===== src/rtl/alu_reservation_station_if.sv =====
// Dispatch / CDB snoop / ALU issue / release bundle for the ALU reservation station.
// ALU_RS_LSCDB_EN adds the load/store CDB snoop port.
interface alu_rs_if #(
  parameter int IDX_W  = 2,
  parameter int TAG_W  = 4,
  parameter int DATA_W = 32,
  parameter int ADDR_W = 32,
  parameter int OP_W   = 5
);
  logic              flush;
  logic              disp_valid;
  logic [OP_W-1:0]   disp_op;
  logic [TAG_W-1:0]  disp_src1_tag;
  logic [DATA_W-1:0] disp_src1_data;
  logic [TAG_W-1:0]  disp_src2_tag;
  logic [DATA_W-1:0] disp_src2_data;
  logic [TAG_W-1:0]  disp_dest_tag;
  logic [ADDR_W-1:0] disp_pc;
  logic              rs_full;
  logic              cdb_valid;
  logic [TAG_W-1:0]  cdb_tag;
  logic [DATA_W-1:0] cdb_data;
`ifdef ALU_RS_LSCDB_EN
  logic              ls_cdb_valid;
  logic [TAG_W-1:0]  ls_cdb_tag;
  logic [DATA_W-1:0] ls_cdb_data;
`endif
  logic              alu_ready;
  logic              alu_issue_valid;
  logic [OP_W-1:0]   alu_op;
  logic [DATA_W-1:0] alu_a;
  logic [DATA_W-1:0] alu_b;
  logic [TAG_W-1:0]  alu_dest_tag;
  logic [ADDR_W-1:0] alu_pc;
  logic [IDX_W-1:0]  alu_rs_num;
  logic              alu_finish;
  logic [IDX_W-1:0]  alu_free_num;

  modport master (
`ifdef ALU_RS_LSCDB_EN
    output ls_cdb_valid, ls_cdb_tag, ls_cdb_data,
`endif
    output flush, disp_valid, disp_op, disp_src1_tag, disp_src1_data,
    output disp_src2_tag, disp_src2_data, disp_dest_tag, disp_pc,
    output cdb_valid, cdb_tag, cdb_data, alu_ready, alu_finish, alu_free_num,
    input  rs_full, alu_issue_valid, alu_op, alu_a, alu_b, alu_dest_tag, alu_pc, alu_rs_num
  );

  modport slave (
`ifdef ALU_RS_LSCDB_EN
    input  ls_cdb_valid, ls_cdb_tag, ls_cdb_data,
`endif
    input  flush, disp_valid, disp_op, disp_src1_tag, disp_src1_data,
    input  disp_src2_tag, disp_src2_data, disp_dest_tag, disp_pc,
    input  cdb_valid, cdb_tag, cdb_data, alu_ready, alu_finish, alu_free_num,
    output rs_full, alu_issue_valid, alu_op, alu_a, alu_b, alu_dest_tag, alu_pc, alu_rs_num
  );
endinterface


===== src/rtl/alu_reservation_station.sv =====
// ALU reservation station: per-entry CDB snooping, lowest-index dispatch/issue, release on aluFinish.
// Optional ALU_RS_LSCDB_EN: second (load/store) CDB snooped alongside the ALU-CDB.
module alu_rs_entry #(
  parameter int               TAG_W    = 4,
  parameter logic [TAG_W-1:0] TAG_FREE = {TAG_W{1'b1}},
  parameter int               DATA_W   = 32,
  parameter int               ADDR_W   = 32,
  parameter int               OP_W     = 5
) (
  input  logic              clk,
  input  logic              rst,
  input  logic              i_flush,
  input  logic              i_alloc,
  input  logic              i_issue,
  input  logic              i_release,
  input  logic [OP_W-1:0]   i_op,
  input  logic [TAG_W-1:0]  i_src1_tag,
  input  logic [DATA_W-1:0] i_src1_data,
  input  logic [TAG_W-1:0]  i_src2_tag,
  input  logic [DATA_W-1:0] i_src2_data,
  input  logic [TAG_W-1:0]  i_dest_tag,
  input  logic [ADDR_W-1:0] i_pc,
  input  logic              i_cdb_valid,
  input  logic [TAG_W-1:0]  i_cdb_tag,
  input  logic [DATA_W-1:0] i_cdb_data,
  input  logic              i_ls_valid,
  input  logic [TAG_W-1:0]  i_ls_tag,
  input  logic [DATA_W-1:0] i_ls_data,
  output logic              o_free,
  output logic              o_ready,
  output logic [OP_W-1:0]   o_op,
  output logic [DATA_W-1:0] o_a,
  output logic [DATA_W-1:0] o_b,
  output logic [TAG_W-1:0]  o_dest_tag,
  output logic [ADDR_W-1:0] o_pc
);
  typedef enum logic [1:0] {S_FREE, S_WAIT, S_READY, S_ISSUED} state_t;

  state_t            r_state;
  logic [TAG_W-1:0]  r_t1, r_t2, r_dest;
  logic [DATA_W-1:0] r_d1, r_d2;
  logic [OP_W-1:0]   r_op;
  logic [ADDR_W-1:0] r_pc;
  logic [TAG_W-1:0]  w_t1_in, w_t2_in, w_t1_nx, w_t2_nx;
  logic [DATA_W-1:0] w_d1_in, w_d2_in, w_d1_nx, w_d2_nx;

  // ALU-CDB is tested first so it wins when both buses carry the same tag.
  function automatic logic [TAG_W+DATA_W-1:0] f_resolve(
    input logic [TAG_W-1:0] tag, input logic [DATA_W-1:0] data,
    input logic cv, input logic [TAG_W-1:0] ct, input logic [DATA_W-1:0] cd,
    input logic lv, input logic [TAG_W-1:0] lt, input logic [DATA_W-1:0] ld);
    if (tag != TAG_FREE && cv && ct == tag)      return {TAG_FREE, cd};
    else if (tag != TAG_FREE && lv && lt == tag) return {TAG_FREE, ld};
    else                                         return {tag, data};
  endfunction

  // A free entry resolves the incoming dispatch operands (same-cycle bypass);
  // an occupied one resolves its stored operands.
  always_comb begin
    w_t1_in = (r_state == S_FREE) ? i_src1_tag  : r_t1;
    w_d1_in = (r_state == S_FREE) ? i_src1_data : r_d1;
    w_t2_in = (r_state == S_FREE) ? i_src2_tag  : r_t2;
    w_d2_in = (r_state == S_FREE) ? i_src2_data : r_d2;
    {w_t1_nx, w_d1_nx} = f_resolve(w_t1_in, w_d1_in, i_cdb_valid, i_cdb_tag, i_cdb_data,
                                   i_ls_valid, i_ls_tag, i_ls_data);
    {w_t2_nx, w_d2_nx} = f_resolve(w_t2_in, w_d2_in, i_cdb_valid, i_cdb_tag, i_cdb_data,
                                   i_ls_valid, i_ls_tag, i_ls_data);
  end

  always_ff @(posedge clk or negedge rst) begin
    if (!rst) begin
      r_state <= S_FREE;
      r_t1    <= TAG_FREE;
      r_t2    <= TAG_FREE;
      r_d1    <= '0;
      r_d2    <= '0;
      r_op    <= '0;
      r_dest  <= TAG_FREE;
      r_pc    <= '0;
    end else if (i_flush) begin
      r_state <= S_FREE;
    end else begin
      case (r_state)
        S_FREE: if (i_alloc) begin
          r_op    <= i_op;
          r_dest  <= i_dest_tag;
          r_pc    <= i_pc;
          r_t1    <= w_t1_nx;
          r_d1    <= w_d1_nx;
          r_t2    <= w_t2_nx;
          r_d2    <= w_d2_nx;
          r_state <= (w_t1_nx == TAG_FREE && w_t2_nx == TAG_FREE) ? S_READY : S_WAIT;
        end
        S_WAIT: begin
          r_t1 <= w_t1_nx;
          r_d1 <= w_d1_nx;
          r_t2 <= w_t2_nx;
          r_d2 <= w_d2_nx;
          if (w_t1_nx == TAG_FREE && w_t2_nx == TAG_FREE) r_state <= S_READY;
        end
        S_READY:  if (i_issue)   r_state <= S_ISSUED;
        S_ISSUED: if (i_release) r_state <= S_FREE;
        default:                 r_state <= S_FREE;
      endcase
    end
  end

  assign o_free     = (r_state == S_FREE);
  assign o_ready    = (r_state == S_READY);
  assign o_op       = r_op;
  assign o_a        = r_d1;
  assign o_b        = r_d2;
  assign o_dest_tag = r_dest;
  assign o_pc       = r_pc;
endmodule

module alu_reservation_station #(
  parameter int               ENTRIES  = 4,
  parameter int               IDX_W    = 2,
  parameter int               TAG_W    = 4,
  parameter logic [TAG_W-1:0] TAG_FREE = {TAG_W{1'b1}},
  parameter int               DATA_W   = 32,
  parameter int               ADDR_W   = 32,
  parameter int               OP_W     = 5
) (
  input logic   clk,
  input logic   rst,
  alu_rs_if.slave bus
);
  logic [ENTRIES-1:0]             w_free, w_ready;
  logic [ENTRIES-1:0][OP_W-1:0]   w_op;
  logic [ENTRIES-1:0][DATA_W-1:0] w_a, w_b;
  logic [ENTRIES-1:0][TAG_W-1:0]  w_dest;
  logic [ENTRIES-1:0][ADDR_W-1:0] w_pc;
  logic [IDX_W-1:0]               w_alloc_idx, w_issue_idx;
  logic                           w_dispatch, w_fire;
  logic                           w_ls_valid;
  logic [TAG_W-1:0]               w_ls_tag;
  logic [DATA_W-1:0]              w_ls_data;

  logic              r_issue_valid;
  logic [OP_W-1:0]   r_op;
  logic [DATA_W-1:0] r_a, r_b;
  logic [TAG_W-1:0]  r_dest;
  logic [ADDR_W-1:0] r_pc;
  logic [IDX_W-1:0]  r_rs_num;

`ifdef ALU_RS_LSCDB_EN
  assign w_ls_valid = bus.ls_cdb_valid;
  assign w_ls_tag   = bus.ls_cdb_tag;
  assign w_ls_data  = bus.ls_cdb_data;
`else
  assign w_ls_valid = 1'b0;
  assign w_ls_tag   = TAG_FREE;
  assign w_ls_data  = '0;
`endif

  // Descending scan leaves the lowest matching index.
  always_comb begin
    w_alloc_idx = '0;
    w_issue_idx = '0;
    for (int i = ENTRIES-1; i >= 0; i--) begin
      if (w_free[i])  w_alloc_idx = IDX_W'(i);
      if (w_ready[i]) w_issue_idx = IDX_W'(i);
    end
  end

  assign bus.rs_full = ~|w_free;
  assign w_dispatch  = bus.disp_valid && !bus.rs_full && !bus.flush;
  assign w_fire      = bus.alu_ready && (|w_ready) && !bus.flush;

  for (genvar g = 0; g < ENTRIES; g++) begin : g_ent
    alu_rs_entry #(
      .TAG_W(TAG_W), .TAG_FREE(TAG_FREE), .DATA_W(DATA_W), .ADDR_W(ADDR_W), .OP_W(OP_W)
    ) u_ent (
      .clk         (clk),
      .rst         (rst),
      .i_flush     (bus.flush),
      .i_alloc     (w_dispatch && (w_alloc_idx == IDX_W'(g))),
      .i_issue     (w_fire && (w_issue_idx == IDX_W'(g))),
      .i_release   (bus.alu_finish && (bus.alu_free_num == IDX_W'(g))),
      .i_op        (bus.disp_op),
      .i_src1_tag  (bus.disp_src1_tag),
      .i_src1_data (bus.disp_src1_data),
      .i_src2_tag  (bus.disp_src2_tag),
      .i_src2_data (bus.disp_src2_data),
      .i_dest_tag  (bus.disp_dest_tag),
      .i_pc        (bus.disp_pc),
      .i_cdb_valid (bus.cdb_valid),
      .i_cdb_tag   (bus.cdb_tag),
      .i_cdb_data  (bus.cdb_data),
      .i_ls_valid  (w_ls_valid),
      .i_ls_tag    (w_ls_tag),
      .i_ls_data   (w_ls_data),
      .o_free      (w_free[g]),
      .o_ready     (w_ready[g]),
      .o_op        (w_op[g]),
      .o_a         (w_a[g]),
      .o_b         (w_b[g]),
      .o_dest_tag  (w_dest[g]),
      .o_pc        (w_pc[g])
    );
  end

  // Issue payload holds between strobes; only the valid bit pulses.
  always_ff @(posedge clk or negedge rst) begin
    if (!rst) begin
      r_issue_valid <= 1'b0;
      r_op          <= '0;
      r_a           <= '0;
      r_b           <= '0;
      r_dest        <= TAG_FREE;
      r_pc          <= '0;
      r_rs_num      <= '0;
    end else begin
      r_issue_valid <= w_fire;
      if (w_fire) begin
        r_op     <= w_op[w_issue_idx];
        r_a      <= w_a[w_issue_idx];
        r_b      <= w_b[w_issue_idx];
        r_dest   <= w_dest[w_issue_idx];
        r_pc     <= w_pc[w_issue_idx];
        r_rs_num <= w_issue_idx;
      end
    end
  end

  assign bus.alu_issue_valid = r_issue_valid;
  assign bus.alu_op          = r_op;
  assign bus.alu_a           = r_a;
  assign bus.alu_b           = r_b;
  assign bus.alu_dest_tag    = r_dest;
  assign bus.alu_pc          = r_pc;
  assign bus.alu_rs_num      = r_rs_num;
endmodule


===== src/flat_wrapper.sv =====
// flat-port wrapper written by rule: the top's interface ports become plain ports
module alu_reservation_station_flat 
#(
  parameter int               ENTRIES  = 4,
  parameter int               IDX_W    = 2,
  parameter int               TAG_W    = 4,
  parameter logic [TAG_W-1:0] TAG_FREE = {TAG_W{1'b1}},
  parameter int               DATA_W   = 32,
  parameter int               ADDR_W   = 32,
  parameter int               OP_W     = 5
)
  (clk, rst, bus_flush, bus_disp_valid, bus_disp_op, bus_disp_src1_tag, bus_disp_src1_data, bus_disp_src2_tag, bus_disp_src2_data, bus_disp_dest_tag, bus_disp_pc, bus_cdb_valid, bus_cdb_tag, bus_cdb_data, bus_alu_ready, bus_alu_finish, bus_alu_free_num, bus_rs_full, bus_alu_issue_valid, bus_alu_op, bus_alu_a, bus_alu_b, bus_alu_dest_tag, bus_alu_pc, bus_alu_rs_num);
  alu_rs_if #(.IDX_W(IDX_W), .TAG_W(TAG_W), .DATA_W(DATA_W), .ADDR_W(ADDR_W), .OP_W(OP_W)) bus_i ();
  input logic clk;
  input logic rst;
  input wire logic [$bits(bus_i.flush)-1:0] bus_flush;
  input wire logic [$bits(bus_i.disp_valid)-1:0] bus_disp_valid;
  input wire logic [$bits(bus_i.disp_op)-1:0] bus_disp_op;
  input wire logic [$bits(bus_i.disp_src1_tag)-1:0] bus_disp_src1_tag;
  input wire logic [$bits(bus_i.disp_src1_data)-1:0] bus_disp_src1_data;
  input wire logic [$bits(bus_i.disp_src2_tag)-1:0] bus_disp_src2_tag;
  input wire logic [$bits(bus_i.disp_src2_data)-1:0] bus_disp_src2_data;
  input wire logic [$bits(bus_i.disp_dest_tag)-1:0] bus_disp_dest_tag;
  input wire logic [$bits(bus_i.disp_pc)-1:0] bus_disp_pc;
  input wire logic [$bits(bus_i.cdb_valid)-1:0] bus_cdb_valid;
  input wire logic [$bits(bus_i.cdb_tag)-1:0] bus_cdb_tag;
  input wire logic [$bits(bus_i.cdb_data)-1:0] bus_cdb_data;
  input wire logic [$bits(bus_i.alu_ready)-1:0] bus_alu_ready;
  input wire logic [$bits(bus_i.alu_finish)-1:0] bus_alu_finish;
  input wire logic [$bits(bus_i.alu_free_num)-1:0] bus_alu_free_num;
  output wire logic [$bits(bus_i.rs_full)-1:0] bus_rs_full;
  output wire logic [$bits(bus_i.alu_issue_valid)-1:0] bus_alu_issue_valid;
  output wire logic [$bits(bus_i.alu_op)-1:0] bus_alu_op;
  output wire logic [$bits(bus_i.alu_a)-1:0] bus_alu_a;
  output wire logic [$bits(bus_i.alu_b)-1:0] bus_alu_b;
  output wire logic [$bits(bus_i.alu_dest_tag)-1:0] bus_alu_dest_tag;
  output wire logic [$bits(bus_i.alu_pc)-1:0] bus_alu_pc;
  output wire logic [$bits(bus_i.alu_rs_num)-1:0] bus_alu_rs_num;
  assign bus_i.flush = bus_flush;
  assign bus_i.disp_valid = bus_disp_valid;
  assign bus_i.disp_op = bus_disp_op;
  assign bus_i.disp_src1_tag = bus_disp_src1_tag;
  assign bus_i.disp_src1_data = bus_disp_src1_data;
  assign bus_i.disp_src2_tag = bus_disp_src2_tag;
  assign bus_i.disp_src2_data = bus_disp_src2_data;
  assign bus_i.disp_dest_tag = bus_disp_dest_tag;
  assign bus_i.disp_pc = bus_disp_pc;
  assign bus_i.cdb_valid = bus_cdb_valid;
  assign bus_i.cdb_tag = bus_cdb_tag;
  assign bus_i.cdb_data = bus_cdb_data;
  assign bus_i.alu_ready = bus_alu_ready;
  assign bus_i.alu_finish = bus_alu_finish;
  assign bus_i.alu_free_num = bus_alu_free_num;
  assign bus_rs_full = bus_i.rs_full;
  assign bus_alu_issue_valid = bus_i.alu_issue_valid;
  assign bus_alu_op = bus_i.alu_op;
  assign bus_alu_a = bus_i.alu_a;
  assign bus_alu_b = bus_i.alu_b;
  assign bus_alu_dest_tag = bus_i.alu_dest_tag;
  assign bus_alu_pc = bus_i.alu_pc;
  assign bus_alu_rs_num = bus_i.alu_rs_num;
  alu_reservation_station #(.ENTRIES(ENTRIES), .IDX_W(IDX_W), .TAG_W(TAG_W), .TAG_FREE(TAG_FREE), .DATA_W(DATA_W), .ADDR_W(ADDR_W), .OP_W(OP_W)) u_core (.clk(clk), .rst(rst), .bus(bus_i));
endmodule

===== config.mk =====
export PLATFORM = sky130hd
export DESIGN_NAME = alu_reservation_station_flat
export DESIGN_NICKNAME = d
export VERILOG_FILES = /design/src/rtl/alu_reservation_station_if.sv /design/src/rtl/alu_reservation_station.sv /design/src/flat_wrapper.sv
export SDC_FILE = /design/constraint.sdc
export NUM_CORES = 1
export LEC_CHECK = 0
export CORE_MARGIN = 5
export CORE_UTILIZATION = 40
export DETAILED_ROUTE_END_ITERATION = 8
export REMOVE_ABC_BUFFERS = 1
export SYNTH_ARGS = -nofsm -noshare
export SYNTH_HDL_FRONTEND = slang
export SYNTH_SLANG_ARGS = --single-unit

===== constraint.sdc =====
create_clock -name clk -period 8.1 [get_ports clk]
set_clock_uncertainty 0.2 [all_clocks]
set_input_delay 2.43 -clock clk [delete_from_list [all_inputs] [get_ports clk]]
set_output_delay 2.43 -clock clk [all_outputs]
set_load 0.05 [all_outputs]

; ---- Word-level counts from Yosys, hierarchy flattened
; Index checks and enable logic that the tools add are counted.
[word_totals]
regBits = 568
in_bits = 158
output_inout_bits = 109
wordCells = 271
[op_classes]
n_lt_le_gt_ge = 1
eq_ne = 65
mux = 102
n_bitwise = 1
n_reduce_logical = 63
[ops]
columns = operator, count
row1 = two-way mux 32 bit, 19
row2 = case mux 32 bit (2 select lines), 8
row3 = two-way mux 36 bit, 8
row4 = binary-select mux 32 bit (select 2 bit), 3
row5 = two-way mux 4 bit, 17
row6 = two-way mux 2 bit, 32
row7 = case mux 4 bit (2 select lines), 8
row8 = != test 3 bit (second input constant), 16
row9 = logical AND 1 bit, 36
row10 = == test 4 bit, 8
row11 = == test 4 bit (second input constant), 8
row12 = != test 4 bit (second input constant), 8
row13 = case mux 2 bit (4 select lines), 4
row14 = == test 2 bit (second input constant), 14
row15 = AND reduction 3 bit, 8
row16 = AND reduction 4 bit, 4
row17 = == test 2 x 1 -> 1 bit (second input constant), 7
row18 = zero test 2 bit, 7
row19 = binary-select mux 5 bit (select 2 bit), 1
row20 = binary-select mux 4 bit (select 2 bit), 1
row21 = != test 2 bit (second input constant), 4
row22 = nonzero test 2 bit, 4
row23 = OR reduction 4 bit, 2
row24 = two-way mux 5 bit, 1
row25 = other kinds (3), 4

; ---- Logic depth before layout (Yosys ltp)
; Gate-level depths: netlist (run 1).
[logic_depth]
word_depth = 12
mapped_depth = 13
depth_no_buf = 9

; ---- Hierarchy
; Synthesis (run 1) repeated with hierarchy kept, for this count alone.
[unflattened]
cells_unflattened = 3350
hier_area_um2 = 34444.3
[modules_own_cells]
columns = mod, instances, cells_per_inst, area_each_um2, seq_area_each_um2
row1 = alu_rs_entry, 4, 531, 6264.8, 2892.8
row2 = alu_reservation_station, 1, 1226, 9385.3, 2707.6

; ---- Worst setup path before layout (run 1)
; OpenSTA, ideal clock, no wires.
[synth_path]
path_kind = reg2out
from = register u_core.g_ent[2].u_ent.r_state[1]
to = output bus_rs_full
arrival_time_ps = 2560
required_time_ps = 5470
slack_ps = 2910
path_stages_with_launch = 6
n_path_buf = 2
cell_sequence = dfrtp_1 inv_1 ha_1 buf_2 buf_2 nor4_1
[synth_via]
elab_chain_len = 3
[synth_rtl]
columns = item, line
row1 = "start, declared", alu_reservation_station.sv:39  ; state_t r_state;
row2 = "start signal, assigned", alu_reservation_station.sv:92  ; r_state <= (w_t1_nx == TAG_FREE && w_t2_nx == TAG_FREE) ? S_READY : S_WAIT;
row3 = zero test 2 bit, alu_reservation_station.sv:108  ; assign o_free = (r_state == S_FREE);
row4 = OR reduction 4 bit, alu_reservation_station.sv:168  ; assign bus.rs_full = ~|w_free;
row5 = zero test 1 bit, alu_reservation_station.sv:168
row6 = "end, declared", flat_wrapper.sv:31  ; output wire logic [$bits(bus_i.rs_full)-1:0] bus_rs_full;
; No other way between the ends.

; ---- Worst setup path after layout (run 1)
[layout_path]
from = register u_core.g_ent[3].u_ent.r_state[0]
to = output bus_rs_full
[layout_via]
elab_chain_len = 3
[layout_rtl]
columns = item, line
row1 = "start, declared", alu_reservation_station.sv:39
row2 = "start signal, assigned", alu_reservation_station.sv:92
row3 = zero test 2 bit, alu_reservation_station.sv:108
row4 = OR reduction 4 bit, alu_reservation_station.sv:168
row5 = zero test 1 bit, alu_reservation_station.sv:168
; No other way between the ends.

==> metrics, run 1 <==
FF+latch count, synth about 570; most frequent cells in the layout dfrtp_1, nand2_1, mux2_2, clkdlybuf4s50_1, mux2i_1; WHS approximately 0.26 ns; Worst Path Required roughly 5.5 ns; reg-to-reg critical path startpoint u_core.g_ent[3].u_ent.r_state[0]$_DFFE_PN0P_; 1st-iter DRT viols just under 2000; DIE AREA about 74000 µm²; share of layout cells above drive strength 1 between 20% and 30%; clock buffer depth 3; PwrDens 366.2 nW/µm²; CP peak stage delay 0.93 ns; Total Power 12.08 mW; CP Launch Type flop; min-delay worst type flop to flop; RSZ-0062 raised after global routing no; CP max-delay cell clkdlybuf4s50_1; FP Rows between 90 and 100; IO Count approximately 270; total core area slightly below 70000 µm²; fmax between 0.15 and 0.2 GHz; Initial Utilization between 40% and 50%; Final Cycle Share roughly 72%; Yosys warnings 0; worst r2r dst u_core.g_ent[3].u_ent.o_b[28]$_DFFE_PN0P_; TritonCTS clock tree yes; WP buf/inv 2; crit path time final approximately 5.8 ns; critical-path maximum fanout 20; vias in the first global route 21096; clock sinks 568; WP data arrival 3.16 ns; total wire length 83190 µm; Synth Flop Type dfrtp_1; Hold EP u_core.g_ent[1].u_ent.o_dest_tag[3]$_DFFE_PN1P_; latest clock arrival within the worst-skew pair about 0.6 ns; post-DR wirelength/cell between 20 and 25 µm; Multi-input gate area approximately 12000 µm²; R2R depth 9; cts hold-fix bufs 0; Layout Utilization about half; largest net degree at the start of global routing 173; CP top delay family buffers and inverters; final net count 2748; commonest non-fill, non-tap cell in the layout dfrtp_1; EDFF count, synth 0; max-slew violations 0; cell count after synthesis approximately 2400; via count 20194; fillers about 6000; relative slew slack roughly 28%; Mapped Area between 20000 and 30000 µm²; total track usage 21.97%; dpl hpwl about 50000 µm; outcome finished, final reports clean; register area about 14000 µm²; width of the chip ~270 µm; first-pass GRT wire length 128300 µm; Seq/Total Area, Yosys between 50 and 60%; DRC Markers 0; Setup CP Type flop to output port; max cap viols 0; hold_sp u_core.g_ent[1].u_ent.o_dest_tag[3]$_DFFE_PN1P_; Netlist cell types 67; worst-margin pin slew ~1.1 ns; # port buffers between 200 and 300; Num CTS Buffers 67; Avg Inst Size Synth around 11 µm²; depth of the CTS H-tree 3; initial antenna violation count 16; global route overflow 0; die height between 200 and 300 µm; R2R Setup Slk roughly 3.8 ns; total iterations of the first detailed-routing run 9; ANT nets after route 0; hold path depth 2; Pleak about 15 nW; RePlAce Congestion between 0.8 and 0.9; area delta synth->final 20.78%; CP Cell Sequence inv_1 -> ha_1 -> nor4_1 -> clkdlybuf4s50_1; Setup Viol. Count Final 0; Worst setup EP type output port; Hold Vio Cnt, Final 0; post_cts resized 0; Root Buffer clkbuf_16; Max VDD drop ~0.18 mV; asr flop ratio synth between 90% and 100%; clk slew on worst S/H paths roughly 0.06 ns; vias per cell 5.750; post-CTS setup buffers 0
[how the worst max path moves through the flow]
stage | start | to | cells after the start
6_report | u_core.g_ent[3].u_ent.r_state[0]$_DFFE_PN0P_ | bus_rs_full | 4
5_1_grt | u_core.g_ent[3].u_ent.r_state[0]$_DFFE_PN0P_ | bus_rs_full | 4
4_1_cts | u_core.g_ent[3].u_ent.r_state[0]$_DFFE_PN0P_ | bus_rs_full | 4
3_5_place_dp | bus_cdb_tag[3] | u_core.g_ent[1].u_ent.o_a[31]$_DFFE_PN0P_ | 8
3_3_place_gp | bus_disp_src1_tag[3] | u_core.g_ent[1].u_ent.o_a[0]$_DFFE_PN0P_ | 9
2_1_floorplan | bus_flush | u_core.bus.alu_issue_valid$_DFF_PN0_ | 3
[power by group]
part           leakage, nW  total [mW]  switching (mW)  internal, mW
Sequential            6.94        5.00           0.795          4.20
Combinational         6.80        3.94            2.28          1.66
Clock                 1.13        3.15            1.22          1.92
Total                 14.9        12.1            4.30          7.79
[metrics by stage]
stage          worst slack, ns  area [µm²]  TNS [ns]  instances
3_3_place_gp             1.822       30670         0       3378
5_1_grt                  2.310       33000         0       3509
6_report                 2.306       33000         0       3512
3_5_place_dp             1.882       30670         0       3378
2_1_floorplan           -2.985       26440   -297.62       2203
4_1_cts                  2.372       32970         0       3499
[cells by family after synthesis]
kind of cell | synth area share [%]
and+or+nand+nor | 8.755
DFF | 52.26
muxes | 22.29
AOI/OAI and AO/OA | 11.69
buffers and inverters | 3.512
xor gates and xnor gates | 0.7693
adders and majority gates | 0.7326
[synth_stat cells (9+ instances only)]
| library cell | n | area (µm²) |
|---|---|---|
| a21oi_1 | 15 | 75.07 |
| a222oi_1 | 107 | 1071 |
| a31oi_1 | 107 | 669.4 |
| buf_1 | 9 | 33.78 |
| buf_2 | 29 | 145.1 |
| buf_6 | 13 | 146.4 |
| clkbuf_1 | 128 | 480.5 |
| dfrtp_1 | 516 | 12910 |
| dfstp_2 | 52 | 1366 |
| ha_1 | 16 | 200.2 |
| inv_1 | 20 | 75.07 |
| mux2_2 | 325 | 3660 |
| mux2_4 | 57 | 855.8 |
| mux2i_1 | 155 | 1551 |
| nand2_1 | 387 | 1453 |
| nand3_1 | 14 | 70.07 |
| nand4_1 | 11 | 68.82 |
| nor2_1 | 135 | 506.7 |
| o21ai_0 | 142 | 710.7 |
| o22a_1 | 27 | 236.5 |
| xnor2_1 | 13 | 113.9 |
| xor2_1 | 11 | 96.34 |
[layout make-up]
cell class,instances,area share (%)
multi-input combinational,1614,36.99
clock buffer,99,5.994
antenna,13,0.09857
tap,873,3.310
timing repair buffer,302,9.129
sequential,568,43.26
inverter,21,0.2388
clock inverter,22,0.9705
[metal layers]
layer | part of all wire (%) | track usage [%] | routed length, µm | vias to the layer above
li1 | - | - | - | 9052
met1 | 44 | 29.49 | 36320 | 10436
met2 | 49 | 36.31 | 40380 | 572
met3 | 5.3 | 3.612 | 4382 | 126
met4 | 2.5 | 7.738 | 2052 | 8
met5 | 0.065 | 0 | 54 | -
[registers in the layout, indices dropped and copies added, names as in the netlist]
register,cells
u_core.bus.alu_a,32
u_core.bus.alu_b,32
u_core.bus.alu_dest_tag,4
u_core.bus.alu_issue_valid,1
u_core.bus.alu_op,5
u_core.bus.alu_pc,32
u_core.bus.alu_rs_num,2
u_core.g_ent.u_ent.o_a,128
u_core.g_ent.u_ent.o_b,128
u_core.g_ent.u_ent.o_dest_tag,16
u_core.g_ent.u_ent.o_op,20
u_core.g_ent.u_ent.o_pc,128
u_core.g_ent.u_ent.r_state,8
u_core.g_ent.u_ent.r_t1,16
u_core.g_ent.u_ent.r_t2,16
[tightest hold or removal path, delay by kind of cell (launching register included)]
kind	cells	cell delay (ns)
flip-flops	1	0.37
AND/OR/NAND/NOR	2	0.10
Note: power is estimated with default switching activity, not from simulation.
==> inputs of run 2 (changes only) <==
==> constraint.sdc (replaced) <==
create_clock -name clk -period 5.1 [get_ports clk]
set_clock_uncertainty 0.2 [all_clocks]
set_input_delay 1.53 -clock clk [delete_from_list [all_inputs] [get_ports clk]]
set_output_delay 1.53 -clock clk [all_outputs]
set_load 0.05 [all_outputs]
==> run 2 against run 1 <==
Compared with the run above: final cell count rose by 0.77%; count of clock-buffer cells in the layout rose by 4; design area rose by 1.1%; sequential cell count did not move; critical path depth did not move; non-clock buffer count rose by 30; utilization rose by 0.54 points; global-route usage fell by 0.32 points.
==> metrics, run 2 (synthesized netlist as in run 1, its figures left out) <==
vias per cell 5.767 (+0.30%); post-CTS setup buffers 0 (unchanged); clock buffer depth 3 (unchanged); 1st-iter DRT viols 1913 (-1.1%); FP Rows 95 (unchanged); WP data arrival 2.97 ns (-0.19 ns); ANT nets after route 0 (unchanged); Initial Utilization 40.47% (unchanged); Layout Utilization 49.42% (+0.54 points); Total Power 18.91 mW (+57%); vias in the first global route 20813 (-1.3%); worst r2r dst u_core.g_ent[1].u_ent.o_a[18]$_DFFE_PN0P_; most frequent cells in the layout dfrtp_1, nand2_1, mux2_2, clkdlybuf4s50_1, mux2i_1; crit path time final ~4.7 ns; Worst setup EP type output port; fmax between 0.2 and 0.25 GHz; max-slew violations 0 (unchanged); Final Cycle Share slightly above 90%; dpl cells 3408 (+0.89%); latest clock arrival within the worst-skew pair 0.59 ns (about the same); RSZ-0062 raised after global routing no; PwrDens 566.8 nW/µm² (+55%); dpl ws 0.5165 ns (-1.365 ns); met2 wire len 39690 µm (-1.7%); total track usage 21.65% (-0.32 points); area delta synth->final 22.11%; reg-to-reg critical path startpoint u_core.g_ent[1].u_ent.r_state[1]$_DFFE_PN0P_; RePlAce Congestion 0.8630 (+4.0%); worst-margin pin slew 1.283 ns (+0.2084 ns); cts hold-fix bufs 0 (unchanged); top routing layer in use met5; relative slew slack 14.26% (-14 points); critical-path maximum fanout 6 (-70%); # port buffers 266 (unchanged); final net count 2777 (+1.1%); TNS Setup 0 ns (unchanged); TritonCTS clock tree yes; Pleak 15.04 nW (+1.1%); final setup margin 0.3993 ns (-1.907 ns); commonest non-fill, non-tap cell in the layout dfrtp_1; clock sinks 568 (unchanged); Root Buffer clkbuf_16; clk slew on worst S/H paths 0.06 ns (about the same); CP Launch Type flop; total wire length 82450 µm (-0.89%); via count 20410 (+1.1%); WL met1 35440 µm (-2.4%); critical path endpoint bus_rs_full; post_cts resized 0 (unchanged); IO Count 267 (unchanged); R2R depth 11 (+2); Setup Viol. Count Final 0 (unchanged); Setup CP Type flop to output port; first-pass GRT wire length 126500 µm (-1.4%); global route overflow 0 (unchanged); Max VDD drop 0.3801 mV (+110%); outcome finished, final reports clean; DIE AREA 73640 µm² (unchanged); non-filler cells, final 3539 (+0.77%); post-DR wirelength/cell 23.30 µm (-1.6%); share of layout cells above drive strength 1 23.66% (+0.62 points); depth of the CTS H-tree 3 (unchanged); total core area 67510 µm² (unchanged); R2R Setup Slk 1.52 ns (-2.29 ns); initial antenna violation count 17 (+1); Num CTS Buffers 66 (-1.5%); min-delay worst type flop to flop; Critical path origin u_core.g_ent[0].u_ent.r_state[1]$_DFFE_PN0P_; total iterations of the first detailed-routing run 9 (unchanged); largest net degree at the start of global routing 115 (-34%); dpl hpwl 50560 µm (+2.1%); width of the chip 271.4 µm (unchanged); met3 routed WL 4825 µm (+10%); Hold Vio Cnt, Final 0 (unchanged); max cap viols 0 (unchanged); DRC Markers 0 (unchanged); Worst Path Required 3.37 ns (-2.10 ns); die height 271.4 µm (unchanged)
[run 2: changes by cell type in the layout (fill, tap and decap cells not counted), moves of 2 or more]
cell / previous run / this run
clkbuf_1: 15 / 21
buf_4: 30 / 37
clkbuf_8: 16 / 11
clkinv_2: 6 / 8
bufinv_16: 7 / 2
clkbuf_16: 68 / 71
inv_6: 5 / 2
buf_12: 6 / 29
[run 2: routing by layer]
metal | GRT usage, % | up-vias
met1 | 28.89 | 10448
met3 | 4.009 | 154
met4 | 8.140 | 10
li1 | - | 9116
met5 | 0 | -
met2 | 35.36 | 682
[run 2: critical path: stages (launching register included)]
cell and delay, ns:
dfrtp_1 0.44, inv_1 0.10, ha_1 0.20, nor4_1 0.70, clkdlybuf4s50_1 0.95
[run 2: through the flow]
step	area (µm²)	hold WS [ns]
2_1_floorplan	26440	0.2389
3_3_place_gp	31180	0.2453
3_5_place_dp	31180	0.2508
4_1_cts	33340	0.2596
5_1_grt	33360	0.2697
6_report	33370	0.2587
[run 2: how the worst min path moves through the flow]
stage	start	endpoint	slack [ns]	depth (start not counted)
2_1_floorplan	u_core.g_ent[1].u_ent.o_dest_tag[0]$_DFFE_PN1P_	u_core.g_ent[1].u_ent.o_dest_tag[0]$_DFFE_PN1P_	0.24	2
3_3_place_gp	u_core.g_ent[1].u_ent.o_dest_tag[3]$_DFFE_PN1P_	u_core.g_ent[1].u_ent.o_dest_tag[3]$_DFFE_PN1P_	0.25	2
3_5_place_dp	u_core.g_ent[1].u_ent.o_dest_tag[2]$_DFFE_PN1P_	u_core.g_ent[1].u_ent.o_dest_tag[2]$_DFFE_PN1P_	0.25	2
4_1_cts	u_core.g_ent[1].u_ent.o_dest_tag[0]$_DFFE_PN1P_	u_core.g_ent[1].u_ent.o_dest_tag[0]$_DFFE_PN1P_	0.26	2
5_1_grt	u_core.g_ent[1].u_ent.o_dest_tag[2]$_DFFE_PN1P_	u_core.g_ent[1].u_ent.o_dest_tag[2]$_DFFE_PN1P_	0.27	2
6_report	u_core.g_ent[1].u_ent.o_dest_tag[0]$_DFFE_PN1P_	u_core.g_ent[1].u_ent.o_dest_tag[0]$_DFFE_PN1P_	0.26	2
[run 2: final cells by class]
cell class              count  area (µm²)
diodes                     12       30.03
clock buffers             103        2007
clock inverters            16       150.1
fillers                  5979       34150
inverters                  21       78.83
multi-input cells        1614       12200
flip-flops and latches    568       14280
well taps                 873        1092
repair buffers            332        3526
[run 2: power by group]
group          switching, mW  internal (mW)
sequential              1.24           6.67
combinational           3.61           2.70
clock                   1.89           2.81
